## config.mk

```make
export PLATFORM = sky130hd
export DESIGN_NAME = uart_tx_arbiter
export DESIGN_NICKNAME = d
export VERILOG_FILES = /design/src/rtl/uart_tx_arbiter.sv
export SDC_FILE = /design/constraint.sdc
export NUM_CORES = 1
export LEC_CHECK = 0
export CAP_MARGIN = 40
export CELL_PAD_IN_SITES_DETAIL_PLACEMENT = 2
export CELL_PAD_IN_SITES_GLOBAL_PLACEMENT = 2
export CORE_ASPECT_RATIO = 0.7
export CORE_UTILIZATION = 31
export CTS_BUF_LIST = sky130_fd_sc_hd__clkbuf_2 sky130_fd_sc_hd__clkbuf_4 sky130_fd_sc_hd__clkbuf_8
export DETAILED_ROUTE_END_ITERATION = 10
export PLACE_DENSITY_LB_ADDON = 0.1
export REMOVE_ABC_BUFFERS = 1
export SETUP_SLACK_MARGIN = 0.5
export SLEW_MARGIN = 40
export SYNTH_ARGS = -nofsm -noshare
export SYNTH_HDL_FRONTEND = slang
export SYNTH_SLANG_ARGS = --single-unit
```

## constraint.sdc

```tcl
create_clock -name i_clk -period 3.15 [get_ports i_clk]
set_input_delay 0.63 -clock i_clk [delete_from_list [all_inputs] [get_ports i_clk]]
set_output_delay 0.63 -clock i_clk [all_outputs]
set_load 0.01 [all_outputs]
```

## src/rtl/uart_tx_arbiter.sv

```systemverilog
// rtl/uart_tx_arbiter.sv - round-robin arbiter sharing one UART byte transmitter among requesters
module uart_tx_arbiter #(
    parameter int N_REQ   = 4,
    parameter int DATA_W  = 9,
    parameter int TIMEOUT = 1000000
) (
    input  logic                      i_clk,
    input  logic                      i_rst,
    input  logic [N_REQ-1:0]          i_req,
    input  logic [N_REQ*DATA_W-1:0]   i_data,
    input  logic [N_REQ-1:0]          i_last,
    output logic [N_REQ-1:0]          o_ack,
    output logic [N_REQ-1:0]          o_grant,
    output logic                      o_tx_start,
    output logic [DATA_W-1:0]         o_tx_data,
    input  logic                      i_tx_done,
    output logic                      o_busy,
    output logic                      o_timeout
);

    localparam int PTR_W = $clog2(N_REQ);
    localparam int CNT_W = $clog2(TIMEOUT);

    typedef enum logic {IDLE, WAIT} state_t;

    state_t              state_q, state_d;
    logic [N_REQ-1:0]    grant_q, grant_d;
    logic [N_REQ-1:0]    ack_q, ack_d;
    logic [PTR_W-1:0]    ptr_q, ptr_d;
    logic [PTR_W-1:0]    owner_q, owner_d;
    logic [CNT_W-1:0]    cnt_q, cnt_d;
    logic                last_q, last_d;
    logic [DATA_W-1:0]   data_q, data_d;
    logic                start_q, start_d;
    logic                timeout_q, timeout_d;

    logic [PTR_W-1:0]    sel;
    logic                found;
    int                  idx;
    logic                load;
    logic [PTR_W-1:0]    load_idx;
    logic                rel;

    // First requesting index at or after the pointer, wrapping around.
    always_comb begin
        found = 1'b0;
        sel   = ptr_q;
        idx   = 0;
        for (int i = 0; i < N_REQ; i++) begin
            idx = int'(ptr_q) + i;
            if (idx >= N_REQ) idx = idx - N_REQ;
            if (!found && i_req[idx]) begin
                found = 1'b1;
                sel   = PTR_W'(idx);
            end
        end
    end

    always_comb begin
        state_d   = state_q;
        grant_d   = grant_q;
        ack_d     = '0;
        ptr_d     = ptr_q;
        owner_d   = owner_q;
        cnt_d     = cnt_q;
        last_d    = last_q;
        data_d    = data_q;
        start_d   = 1'b0;
        timeout_d = 1'b0;
        load      = 1'b0;
        load_idx  = sel;
        rel       = 1'b0;

        case (state_q)
            IDLE: begin
                if (found) load = 1'b1;
            end
            WAIT: begin
                cnt_d = cnt_q + 1'b1;
                if (i_tx_done) begin
                    if (!last_q && i_req[owner_q]) begin
                        load     = 1'b1;
                        load_idx = owner_q;
                    end else begin
                        rel = 1'b1;
                    end
                end else if (cnt_q == CNT_W'(TIMEOUT - 1)) begin
                    rel       = 1'b1;
                    timeout_d = 1'b1;
                end
            end
            default: state_d = IDLE;
        endcase

        if (load) begin
            grant_d = N_REQ'(1) << load_idx;
            ack_d   = N_REQ'(1) << load_idx;
            owner_d = load_idx;
            data_d  = i_data[int'(load_idx)*DATA_W +: DATA_W];
            last_d  = i_last[load_idx];
            start_d = 1'b1;
            cnt_d   = '0;
            state_d = WAIT;
        end

        // Release never grants in the same edge; IDLE re-arbitrates one cycle later.
        if (rel) begin
            grant_d = '0;
            state_d = IDLE;
            cnt_d   = '0;
            last_d  = 1'b0;
            ptr_d   = (owner_q == PTR_W'(N_REQ - 1)) ? '0 : owner_q + 1'b1;
        end
    end

    always_ff @(posedge i_clk or negedge i_rst) begin
        if (!i_rst) begin
            state_q   <= IDLE;
            grant_q   <= '0;
            ack_q     <= '0;
            ptr_q     <= '0;
            owner_q   <= '0;
            cnt_q     <= '0;
            last_q    <= 1'b0;
            data_q    <= '0;
            start_q   <= 1'b0;
            timeout_q <= 1'b0;
        end else begin
            state_q   <= state_d;
            grant_q   <= grant_d;
            ack_q     <= ack_d;
            ptr_q     <= ptr_d;
            owner_q   <= owner_d;
            cnt_q     <= cnt_d;
            last_q    <= last_d;
            data_q    <= data_d;
            start_q   <= start_d;
            timeout_q <= timeout_d;
        end
    end

    assign o_grant    = grant_q;
    assign o_ack      = ack_q;
    assign o_tx_start = start_q;
    assign o_tx_data  = data_q;
    assign o_busy     = |grant_q;
    assign o_timeout  = timeout_q;

endmodule

```

After elaboration in Yosys (flattened, before gate mapping)
Cells that the tools add are included.
- multiplexer cells: 53
- bitwise logic cells: 1
- $mul: 1
- $add $sub $neg: 9
- reductions and logical operators: 11
- order comparisons: 10
- shift operators: 2
- equal/unequal tests: 2
- operators by type and width (kind ; number):
    32-bit by 4-bit less-than comparator with 1-bit output (second input constant) ; 4
    32-bit two-way mux ; 4
    20-bit two-way mux ; 3
    36-bit by 7-bit indexed part select with 9-bit output ; 1
    1-bit two-way mux ; 28
    20-bit by 1-bit adder with 20-bit output (second input constant) ; 1
    20-bit equality test (second input constant) ; 1
    2-bit two-way mux ; 8
    1-bit binary-select mux with 2-bit select ; 6
    4-bit two-way mux ; 3
    3-bit by 3-bit subtractor with 4-bit output (second input constant) ; 3
    3-bit greater-or-equal comparator (second input constant) ; 3
    2-bit by 2-bit adder with 3-bit output (second input constant) ; 2
    2-bit by 3-bit less-than comparator with 1-bit output (second input constant) ; 2
    2-bit by 4-bit multiplier with 6-bit output (second input constant) ; 1
    1-bit logical AND ; 4
    1-bit zero test ; 4
    4-bit OR reduction ; 1
    1-bit by 2-bit << shifter with 4-bit output (first input constant) ; 1
    2-bit by 3-bit subtractor with 4-bit output (second input constant) ; 1
    2-bit by 1-bit adder with 3-bit output (second input constant) ; 1
    2-bit by 3-bit greater-or-equal comparator with 1-bit output (second input constant) ; 1
    3-bit nonzero test ; 1
    2-bit by 1-bit adder with 2-bit output (second input constant) ; 1
    other kinds (4) ; 4
- register bits: 45

Longest topological paths before layout
- depth in word-level cells: 22
- gate-level depth with buffers: 10
- depth with buffers taken out: 7

Worst setup path after synthesis
No wires, ideal clock.
- path kind: in2reg
- start: in i_req[3]
- end: reg data_q[4], in the netlist o_tx_data[4]
- buffers on the path: 2
- cell stages on the path: 8
- data required time: 3.009 ns
- library setup time: 0.141 ns
- data arrival time: 2.183 ns
- slack: 0.825 ns
- cells stage by stage: mux4_2 -> and3_1 -> a41o_1 -> buf_6 -> buf_6 -> mux2_4 -> nor3_2 -> a211oi_1
- longest elaborated chain between the ends: 18
- elaborated cells on any way between the ends: 38
- RTL lines (item ; line ; RTL):
    from (decl) ; 9 ; input logic [N_REQ-1:0] i_req,
    1-bit binary-select mux with 2-bit select ; 52 ; if (!found && i_req[idx]) begin
    1-bit two-way mux (not written as such) (2 in a row) ; 52 ;
    1-bit two-way mux ; 52 ;
    1-bit zero test ; 52 ;
    1-bit logical AND ; 52 ;
    1-bit two-way mux ; 52 ;
    1-bit zero test ; 52 ;
    1-bit logical AND ; 52 ;
    1-bit two-way mux ; 52 ;
    1-bit zero test ; 52 ;
    1-bit logical AND ; 52 ;
    2-bit two-way mux ; 52 ;
    2-bit two-way mux ; 81 ; if (!last_q && i_req[owner_q]) begin
    2-bit two-way mux ; 80 ; if (i_tx_done) begin
    2-bit two-way mux ; 74 ; case (state_q)
    2-bit by 4-bit multiplier with 6-bit output ; 99 ; data_d = i_data[int'(load_idx)*DATA_W +: DATA_W];
    36-bit by 7-bit indexed part select with 9-bit output ; 99 ;
    to (signal assigned) ; 136 ; data_q <= data_d;
    to (decl) ; 33 ; logic [DATA_W-1:0] data_q, data_d;
Several ways; a longest one is shown, not always the timed one. The select of a mux whose other input is x is not followed.
A chain may end at the register's enable or synchronous reset.

Worst setup path in the final report
- start: in i_tx_done
- end: reg data_q[0], in the netlist o_tx_data[0]
- longest elaborated chain between the ends: 4
- elaborated cells on any way between the ends: 6
- RTL lines (item ; line ; RTL):
    from (decl) ; 16 ; input logic i_tx_done,
    2-bit two-way mux ; 80 ;
    2-bit two-way mux ; 74 ;
    2-bit by 4-bit multiplier with 6-bit output ; 99 ;
    36-bit by 7-bit indexed part select with 9-bit output ; 99 ;
Several ways; a longest one is shown, not always the timed one.

==> results.toml <==
[power]
power_spent_charging_and_discharging_nets_w = 0.00102
clk_network_pwr_share_pct = 14.4
seq_power_share_pct = 33.4
p_int_w = 0.00161
power_per_cell_area_nw_per_um2 = 737
fin_total_pwr_w = 0.00263
power.switching_fraction_pct = 38.9
total_leakage_power_nw = 1.49
maximum_vdd_ir_drop_mv = 0.350
pwr-share-comb_pct = 52.2

[floorplan]
overall_die_height_um = 78.9
die_x_um = 112
die_area_um2 = 8830
num_rows = 27
io_pins = 67
floorplan.initialDensity_pct = 32.7
design.core.area_um2 = 8010

[sta]
final.setup.tns_ns = 0
fin_worst_skew_ns = 0.00602
max_slew.worst_pin.slew_ns = 0.686
setup_viol_count_final = 0
finalWorstPathRequiredPeriod_ns = 2.54
max_freq_ghz = 0.394
timing.final.max_slew_violations = 0
timing.final.crit_share_pct = 80.6
setup_slack_ns = 0.611
rsz0062_at_grt = "false"
slew_headroom_pct = 54.1
timing_hold_violations_final = 0
hold_slack_ns = 0.331

[grt]
grt_pass1_wl_um = 13300
antenna_found_initial = 0
globalRoute.totalOverflow = 0
grt_start_max_net_pins = 46
via_count_of_the_first_global_routing_pass = 2398
grt_util_all_layers_pct = 19.9

[cts]
cts_inserted_buffers = 5
clk_pin_slew_ns = 0.09
clkLatencyLatePin_ns = 0.30
cts_root_buf = "sky130_fd_sc_hd__clkbuf_8"
cts.htree.levels = 2
clock_tree.buffer_depth = 2
cts_hold_buffers = 0
clock-sinks = 45
clock_tree_from_tritoncts = "done"

[outcome]
status = "finished with violations"
failed_checks = "DRC"

[synth]
ys_dominant_reg_cell = "sky130_fd_sc_hd__dfrtp_1"
synth_seq_cells = 45
synth_largest_type_area_fraction_pct = 43.0
synth_common_cells = "sky130_fd_sc_hd__dfrtp_1, sky130_fd_sc_hd__nor2_1, sky130_fd_sc_hd__xnor2_1"
synth_area_leaders = "sky130_fd_sc_hd__dfrtp_1, sky130_fd_sc_hd__nor2_1, sky130_fd_sc_hd__mux2i_1"
yosys.area_share.xor_xnor_pct = 5.69
post-synth-top-count-cell = "sky130_fd_sc_hd__dfrtp_1"
synth.avg_cell_area_um2 = 10.4
synth.yosys.warnings = 0
async_sr_flop_fraction_pct = 100
syn_area_um2 = 2620
post_synth_inst_count = 252
yosys.area_share.simple_pct = 23.5
seq_area_frac_synth_pct = 43.0
number_of_synthesized_flops_with_an_enable_pin = 0
synth_top_cell_by_area = "sky130_fd_sc_hd__dfrtp_1"
synth_compound_area_share_pct = 9.13
synthAdderAreaFrac_pct = 0.956
ys_types = 49
largest_family_of_logic_cells_by_synthesized_area = "simple AND/OR/NAND/NOR gates"
muxShareOfSynthArea_pct = 12.2

[layout]
layoutNonFillerInstCount = 429
antenna_cells = 0
fillerInstances = 867
nets = 376
layout_cell_share_with_drive_strength_beyond_1_pct = 16.8
areaGrowthSynthToFinish_pct = 36.3

[route]
detailroute.via_count = 2223
wl_um = 8300
first_iter_violations = 60
detail_route.vias_per_cell = 5.18
ant_nets = 0
drc = 3
drt_first_pass_iters = 7
wl_per_cell_um = 19.4

[placed_design]
dp.cells = 416
place_worst_setup_slack_ns = 0.0719
gp_congestion = 0.783
dp_hpwl_um = 6070
port-buffer-count = 66

[job]
max-cap-violations = 0

[worst_setup_path]
critPathMaxFanout = 5
crit_path_start_kind = "input port"
crit_end_element = "register"
worst_setup_path_class = "in -> reg"
data_required_time_of_the_worst_path_ns = 3.31
critical_path_arrival_ns = 2.70

[hold_path]
min-delay-path-class = "in -> async"
-- stage by stage --
| step | cell area [um^2] | utilization, % |
|---|---|---|
| after CTS | 3490 | 43.6 |
| after global routing | 3570 | 44.6 |
| after global placement | 3390 | 42.4 |
| final | 3570 | 44.6 |
| after floorplan | 2500 | - |
| after detailed placement | 3400 | 42.5 |
-- critical path, stage by stage --
cell	delay (ns)
sky130_fd_sc_hd__clkdlybuf4s50_1	0.58
sky130_fd_sc_hd__inv_2	0.11
sky130_fd_sc_hd__or4_1	0.58
sky130_fd_sc_hd__o221ai_2	0.27
sky130_fd_sc_hd__inv_1	0.10
sky130_fd_sc_hd__buf_4	0.18
sky130_fd_sc_hd__nor3_1	0.18
sky130_fd_sc_hd__a211oi_1	0.07
-- per-layer routing --
metal,vias to the layer above,GRT usage (%),wire (um)
li1,1052,-,-
met2,48,28.0,3300
met5,-,0,0
met1,1115,29.3,4450
met3,8,5.95,458
met4,0,5.00,89
-- flip-flops by register name, indices dropped and copies added, names as in the netlist --
register    count
o_tx_data       9
owner_q         2
state_q         1
o_grant         4
cnt_q          20
o_ack           4
o_timeout       1
o_tx_start      1
ptr_q           2
last_q          1
-- power groups by stage --
| stage | Clock (W) | Combinational [W] | Sequential [W] |
|---|---|---|---|
| finish | 0.000380 | 0.00137 | 0.000878 |
| CTS | 0.000398 | 0.00136 | 0.000873 |
| global route | 0.000423 | 0.00150 | 0.000902 |
| global placement | 0 | 0.00132 | 0.000872 |
| detailed placement | 0 | 0.00134 | 0.000885 |
| floorplan | 0 | 0.000665 | 0.000890 |
-- kinds of logic after synthesis --
family          Yosys count
xor+xnor                 17
flops                    45
simple gates            107
buf+inv                  23
compound gates           33
mux                      25
fa+ha+maj                 2
-- final timing paths --
check / start / to / slack (ns) / depth (start not counted)
hold / removal: i_rst / cnt_q[12] / 0.33 / 1
setup / recovery: i_tx_done / o_tx_data[0] / 0.61 / 8
hold reg to reg: o_grant[1] / o_grant[1] / 0.55 / 1
min in group i_clk: o_grant[1] / o_grant[1] / 0.55 / 1
setup reg to reg: owner_q[0] / o_tx_data[4] / 0.68 / 7
max in group asynchronous: i_rst / o_tx_data[4] / 2.41 / 1
-- area by class of cell --
class / count / area, um^2 / share of cell area, %
Tap cell: 101 / 126 / 3.54
Inverter: 8 / 30.0 / 0.842
Clock buffer: 7 / 83.8 / 2.35
Multi-Input combinational cell: 185 / 1390 / 38.9
Sequential cell: 45 / 1130 / 31.6
Clock inverter: 1 / 7.51 / 0.210
Timing Repair Buffer: 82 / 806 / 22.6
-- layout by cell type, fill, tap and decap left out, types with 2 or more instances in the layout --
cell type and n:
sky130_fd_sc_hd__mux2_2 5, sky130_fd_sc_hd__and3_1 4, sky130_fd_sc_hd__or4_1 3, sky130_fd_sc_hd__nand2_1 10
sky130_fd_sc_hd__dfrtp_1 45, sky130_fd_sc_hd__clkbuf_4 2, sky130_fd_sc_hd__and4_1 2, sky130_fd_sc_hd__nor3_1 10
sky130_fd_sc_hd__nor2_1 34, sky130_fd_sc_hd__nor3b_1 4, sky130_fd_sc_hd__ha_1 2, sky130_fd_sc_hd__xnor2_1 13
sky130_fd_sc_hd__dlymetal6s2s_1 2, sky130_fd_sc_hd__o21ai_0 4, sky130_fd_sc_hd__clkdlybuf4s50_1 61, sky130_fd_sc_hd__nor4_1 2
sky130_fd_sc_hd__a21o_1 5, sky130_fd_sc_hd__clkbuf_8 5, sky130_fd_sc_hd__inv_1 6, sky130_fd_sc_hd__mux2_4 5
sky130_fd_sc_hd__o21bai_1 2, sky130_fd_sc_hd__nand4b_1 5, sky130_fd_sc_hd__buf_4 15, sky130_fd_sc_hd__nor4b_1 3
sky130_fd_sc_hd__nor3_2 9, sky130_fd_sc_hd__nand3_1 6, sky130_fd_sc_hd__xor2_1 4, sky130_fd_sc_hd__mux2i_1 12
sky130_fd_sc_hd__o21ai_1 2, sky130_fd_sc_hd__inv_2 2, sky130_fd_sc_hd__a211oi_1 9, sky130_fd_sc_hd__a21oi_1 2
sky130_fd_sc_hd__nor2b_1 6, sky130_fd_sc_hd__mux4_2 3, sky130_fd_sc_hd__buf_12 2, sky130_fd_sc_hd__dlygate4sd2_1 2
sky130_fd_sc_hd__nand4_1 2
-- what timing repair did --
| item | CTS | global route |
|---|---|---|
| buffers inserted | 0 | 4 |
| pin swaps | 1 | 2 |
| setup endpoints to repair | 17 | 23 |
| gates cloned | 0 | 1 |
| gates resized for setup | 3 | 4 |
Power figures use the tool's default switching activity.
